$ cat src/rtl/regfile_wb_scheduler.sv
// Writeback scheduler that owns the register file write port.
// It arbitrates pipeline port A against long-latency port B, keeps the busy scoreboard and drives the issue stall.
module regfile_wb_scheduler #(
  parameter int Nloc         = 32,
  parameter int Dbits        = 32,
  parameter int STARVE_LIMIT = 4
) (
  input  logic                    clock,
  input  logic                    reset,
  input  logic                    issue_valid,
  input  logic [$clog2(Nloc)-1:0] issue_rs,
  input  logic [$clog2(Nloc)-1:0] issue_rt,
  input  logic [$clog2(Nloc)-1:0] issue_rd,
  input  logic                    issue_long,
  output logic                    stall,
  input  logic                    a_wr,
  input  logic [$clog2(Nloc)-1:0] a_addr,
  input  logic [Dbits-1:0]        a_data,
  input  logic                    b_valid,
  input  logic [$clog2(Nloc)-1:0] b_addr,
  input  logic [Dbits-1:0]        b_data,
  output logic                    b_ready,
  output logic                    rf_wr,
  output logic [$clog2(Nloc)-1:0] rf_waddr,
  output logic [Dbits-1:0]        rf_wdata,
  output logic [Nloc-1:0]         busy_vec
);

  localparam int AW = $clog2(Nloc);
  localparam int CW = $clog2(STARVE_LIMIT + 1);
  localparam logic [CW-1:0] LIMIT = CW'(STARVE_LIMIT);

  logic [Nloc-1:0] busy;
  logic [Nloc-1:0] busy_next;
  logic [CW-1:0]   starve_cnt;
  logic            b_xfer;
  logic            starve_hold;
  logic            hazard;
  logic            accept;

  // Port A always wins; B sees ready whenever A is idle, even without a request.
  always_comb begin
    rf_waddr = a_addr;
    rf_wdata = a_data;
    b_ready  = 1'b0;
    rf_wr    = 1'b0;
    if (!reset) begin
      if (a_wr) begin
        rf_wr = (a_addr != '0);
      end else begin
        b_ready = 1'b1;
        if (b_valid) begin
          rf_waddr = b_addr;
          rf_wdata = b_data;
          rf_wr    = (b_addr != '0);
        end
      end
    end
  end

  assign b_xfer      = b_valid & b_ready;
  assign starve_hold = (starve_cnt == LIMIT);

  assign hazard = issue_valid &
                  ((busy[issue_rs] & (issue_rs != '0)) |
                   (busy[issue_rt] & (issue_rt != '0)) |
                   (busy[issue_rd] & (issue_rd != '0)));

  assign stall    = reset | hazard | starve_hold;
  assign accept   = issue_valid & ~stall;
  assign busy_vec = busy;

  // Clear on B completion first so that a same-cycle set takes priority.
  always_comb begin
    busy_next = busy;
    if (b_xfer) begin
      busy_next[b_addr] = 1'b0;
    end
    if (accept && issue_long && (issue_rd != '0)) begin
      busy_next[issue_rd] = 1'b1;
    end
    busy_next[0] = 1'b0;
  end

  always_ff @(posedge clock or posedge reset) begin
    if (reset) begin
      busy <= '0;
    end else begin
      busy <= busy_next;
    end
  end

  always_ff @(posedge clock or posedge reset) begin
    if (reset) begin
      starve_cnt <= '0;
    end else if (b_valid && !b_ready) begin
      if (starve_cnt != LIMIT) begin
        starve_cnt <= starve_cnt + CW'(1);
      end
    end else begin
      starve_cnt <= '0;
    end
  end

  logic unused_aw;
  assign unused_aw = (AW == 0);

endmodule

$ cat config.mk
export PLATFORM = sky130hd
export DESIGN_NAME = regfile_wb_scheduler
export DESIGN_NICKNAME = d
export VERILOG_FILES = /design/src/rtl/regfile_wb_scheduler.sv
export SDC_FILE = /design/constraint.sdc
export NUM_CORES = 1
export LEC_CHECK = 0
export BUFFER_PORTS_ARGS = -buffer_cell sky130_fd_sc_hd__buf_4
export CAP_MARGIN = 40
export CORE_UTILIZATION = 50
export CTS_CLUSTER_SIZE = 40
export DETAILED_ROUTE_END_ITERATION = 10
export PLACE_DENSITY = 0.88
export SLEW_MARGIN = 5
export SYNTH_ARGS = -nofsm -noshare
export SYNTH_HDL_FRONTEND = slang
export SYNTH_SLANG_ARGS = --single-unit
$ cat constraint.sdc
create_clock -name clock -period 8.1 [get_ports clock]
set_input_delay 1.62 -clock clock [delete_from_list [all_inputs] [get_ports clock]]
set_output_delay 1.62 -clock clock [all_outputs]
set_load 0.005 [all_outputs]
# Word level (Yosys, flattened, before mapping)

Cells that the tools add are included.

Add/subtract/negate cells: 1
Magnitude comparators: 6
Equal/unequal tests: 3
Multiplexer cells: 25
Bitwise operators: 14
Reductions and logical operators: 11

Operators by type and width:

| cell                | count |
|---|---|
| $mux 32             | 5 |
| $and 32x32->32      | 1 |
| $not 32->32         | 1 |
| $or 32x32->32       | 1 |
| $reduce_bool 5->1   | 5 |
| $lt 5x6->1 const B  | 4 |
| $bmux 1 s5          | 3 |
| $mux 5              | 3 |
| $demux 1 s5         | 2 |
| $ge 5x1->1 const B  | 2 |
| $mux 1              | 10 |
| $and 1x1->1         | 6 |
| $mux 3              | 2 |
| $logic_and 1x1->1   | 5 |
| $or 1x1->1          | 4 |
| $add 3x1->3 const B | 1 |
| $eq 3x3->1 const B  | 1 |
| $ne 3x3->1 const B  | 1 |
| $ne 2x1->1 const B  | 1 |
| $logic_not 1->1     | 1 |
| $not 1->1           | 1 |

Register bits: 34
Bits of input ports: 95
Output and inout bits: 72
Word-level logic and storage cells: 62

# Depth between registers and ports, before layout

Depth after elaboration: 13
Gate-level depth with buffers: 9
Depth with buffers taken out: 8

# Least setup slack after synthesis

OpenSTA, ideal clock, no wires.

Kind: input -> output
Start: input issue_rd[1]
End: output stall
Arrival: 3.343 ns
Required time: 6.480 ns
Path slack: 3.137 ns
Stages: 8
Path buffers: 2
Path through: buf_6 > clkbuf_1 > mux4_2 > a22oi_1 > nand4_1 > a211oi_2 > nand2_2 > o31a_1

Longest elaborated chain between the ends: 7
Elaborated cells on any way between the ends: 8
Classes of those cells: mux (2); bitwise (5); reduce/logical (1)

Ends and longest elaborated chain:

| what                         | line | RTL |
|---|---|---|
| from (decl)                  | 13   | `input logic [$clog2(Nloc)-1:0] issue_rd,` |
| $bmux 1 s5                   | 67   | `(busy[issue_rd] & (issue_rd != '0)));` |
| $mux 1 (not written as such) | 67   |  |
| $and 1x1->1 *                | 67   |  |
| $or 1x1->1 *                 | 66   | `(busy[issue_rt] & (issue_rt != '0)) \|` |
| $and 1x1->1 *                | 64   | `assign hazard = issue_valid &` |
| $or 1x1->1 * (2 in a row)    | 69   | `assign stall = reset \| hazard \| starve_hold;` |
| to (decl)                    | 15   | `output logic stall,` |

Mark *: on every way between the ends. The rest lies on a longest branch, timed or not. The select of a mux whose other input is x is not followed.

# Final worst setup path

Same ends and word-level chain as after synthesis.

==> flow_metrics.py <==
metrics = {
    "outcome": {
        "outcome": "finished clean",
    },
    "clock_network": {
        "clkLatencyLatePin_ps": 290,
        "htree_num_levels": 2,
        "ctsLongestPathBuffers": 2,
        "ctsHoldBuffers": 0,
        "numClockSinks": 34,
        "clkSlewWorstSetupHoldPaths_ps": 70,
        "cts_buffers": 5,
        "clockRootBuffer": "clkbuf_8",
        "cts_tree": "yes",
        "cts_resized": 0,
        "postCtsSetupBuffers": 0,
    },
    "setup_path": {
        "cp_slowest_cell": "mux4_2",
        "setup.worst_path.start": "issue_rd[1]",
        "start_kind": "primary input",
        "crit_type": "primary input to primary output",
        "crit_fanout": 24,
        "critPathBufInv": 2,
        "crit_path_frequent_cell": "buf_4",
        "reg2reg_to": "busy_vec[1]",
        "cp_data_required_time_ps": 6480,
        "slowest_delay_ps": 540,
        "critPathTopFamily": "compound AO/OA/AOI/OAI gates",
        "endpoint_kind": "primary output",
        "ff2ff_path_depth": 8,
        "r2r_setup_slack_ps": 5220,
        "crit_arrival_ps": 3920,
        "rr_startpoint": "starve_cnt[0]",
        "crit_chain": "buf_4 -> mux4_2 -> a22oi_1 -> nand4_1 -> a211oi_2 -> nand2_2 -> o31a_1 -> buf_4",
    },
    "global_route": {
        "gr-total-overflow": 0,
        "grt_pass1_vias": 3585,
        "grt_use_total_pct": 34.46,
        "antenna_found_initial": 0,
        "grt_max_degree": 43,
        "grt_pass1_wl_um": 17240,
    },
    "placement": {
        "numPortBuffers": 165,
        "dp_cells": 554,
        "gp_congestion": 0.9537,
        "dpl.hpwl_um": 9057,
    },
    "routing": {
        "wl_met1_um": 4077,
        "route.met3.wl_um": 1206,
        "dr.pass1.iters": 6,
        "routed_via_density": 6.613,
        "drtIter0Drc": 439,
        "top_layer": "met4",
        "wl_um": 11560,
        "wire_per_inst_um": 20.60,
        "dr_wl_met2_um": 5763,
        "vias": 3710,
        "ant_nets": 0,
        "route.detailed.drc": 0,
    },
    "worst_hold_path": {
        "min_path_type": "register to register",
        "hp-start": "starve_cnt[1]",
        "min_to": "starve_cnt[1]",
        "hold_depth": 2,
    },
    "die": {
        "die_w_um": 81.66,
        "start_util_pct": 52.66,
        "core_area_um2": 6026,
        "die_height_um": 81.66,
        "dieArea_um2": 6668,
        "top_level_ports": 167,
        "num_rows": 28,
    },
    "timing": {
        "fin_hold_ws_ps": 572.6,
        "rsz0062_at_grt": "no",
        "slew_headroom_pct": 41.98,
        "hold_violations": 0,
        "tns_ps": 0,
        "finalClockSkew_ps": 6.544,
        "post-route-period-util_pct": 68.45,
        "setup_viol": 0,
        "finalCriticalPeriod_ps": 5544,
        "max_freq_mhz": 180.4,
        "slew_violations": 0,
        "tightestPinTransition_ps": 870.3,
    },
    "yosys": {
        "syn_nets": 440,
        "synth.cell_area_um2": 3173,
        "synth_ff_type": "dfrtp_1",
        "synth.distinct_cells": 54,
        "ys_warn_count": 0,
        "netlist.area_leader.share_pct": 26.81,
        "synth_most_common_cell": "mux2_2",
        "ys_async_sr_fraction_pct": 100.0,
        "ys_seq_area_share_pct": 26.81,
        "ys_ff_latch": 34,
        "netlist_top_cells_count": "mux2_2 (37), dfrtp_1 (34), o21ai_0 (33), o31ai_1 (20)",
        "netlist_instances": 343,
        "synth_area_per_cell_um2": 9.251,
        "yosys.area.top_type": "dfrtp_1",
        "netlist_top_cells_area": "dfrtp_1 (27%), mux2_2 (13%), mux4_2 (7.1%)",
        "synth_edf_count": 0,
    },
    "layout": {
        "finalNonFillerCells": 561,
        "fill_cells": 493,
        "drive_gt1_share_pct": 47.12,
        "fin_nets": 583,
        "antennaDiodeCount": 0,
        "area_growth_pct": 40.38,
        "fin_util_pct": 73.92,
    },
    "power": {
        "p_leak_uw": 0.001989,
        "peakVddDrop_v": 0.00006504,
        "power.density_nw_per_um2": 117.3,
    },
    "job": {
        "maxCapViolCount": 0,
    },
}
-- worst min-delay path, delay by kind of cell, from the launching register on --
kind | cells | cell delay (ps)
flops | 1 | 400
simple gates | 1 | 80
compound gates | 1 | 60
-- cells by family after synthesis --
logic type | share of synthesized area, %
AOI/OAI and AO/OA | 18.34
xor gates and xnor gates | 0.2761
adders and majority gates | 0.7885
buffers and inverters | 5.126
DFF | 26.81
muxes | 28.15
other | 0.1182
and+or+nand+nor | 20.39
-- worst max-delay path by stage --
stage | endpoint | slack [ps] | cells past startpoint
final | stall | 2560 | 8
after global routing | stall | 2470 | 8
after CTS | stall | 2580 | 8
after detailed placement | stall | 2580 | 8
after global placement | stall | 2690 | 8
after floorplan | stall | 3140 | 8
-- flip-flops by register name, summed over array words and instances (netlist names) --
name and count:
starve_cnt 3, busy_vec 31
-- cell type report --
type / instances / area [µm²] / area share [%]
Multi-Input combinational cell: 272 / 2161 / 48.51
Tap cell: 75 / 93.84 / 2.107
Timing Repair Buffer: 166 / 1246 / 27.98
Clock buffer: 7 / 76.32 / 1.713
Sequential cell: 34 / 850.8 / 19.10
Inverter: 7 / 26.28 / 0.5899
-- power breakdown --
group          switching, µW  internal (µW)
logic                   87.9            109
registers               25.6            185
clock network           56.1           59.1
-- per-stage QoR --
step | instance area, µm² | setup slack, ps | power, µW
final | 4454 | 2556 | 522.3
after global routing | 4454 | 2473 | 543.4
after CTS | 4454 | 2580 | 518.7
after detailed placement | 4378 | 2581 | 406.4
after global placement | 4378 | 2687 | 398.5
after floorplan | 3173 | 3137 | 298.2
-- metal layers --
layer	vias to the layer above	global-route usage (%)
met5	-	0
met2	291	61.58
met1	1739	39.99
li1	1625	-
met4	0	16.49
met3	55	5.556
-- cells in the final DEF (no fill, tap or decap), types with 4 or more instances in the layout --
| master | n |
|---|---|
| nand4_1 | 18 |
| mux2i_1 | 18 |
| mux2_2 | 37 |
| or3b_2 | 4 |
| nand3b_1 | 9 |
| nand2_1 | 16 |
| o31ai_1 | 20 |
| dfrtp_1 | 34 |
| buf_4 | 166 |
| o21ai_0 | 33 |
| nand3_1 | 12 |
| or3_1 | 4 |
| or4_1 | 7 |
| clkbuf_8 | 5 |
| nor2b_1 | 6 |
| nor2_1 | 10 |
| mux2_1 | 5 |
| mux4_2 | 10 |
| a21oi_1 | 5 |
| o21ai_1 | 8 |
| inv_1 | 7 |
Power figures use the tool's default switching activity.
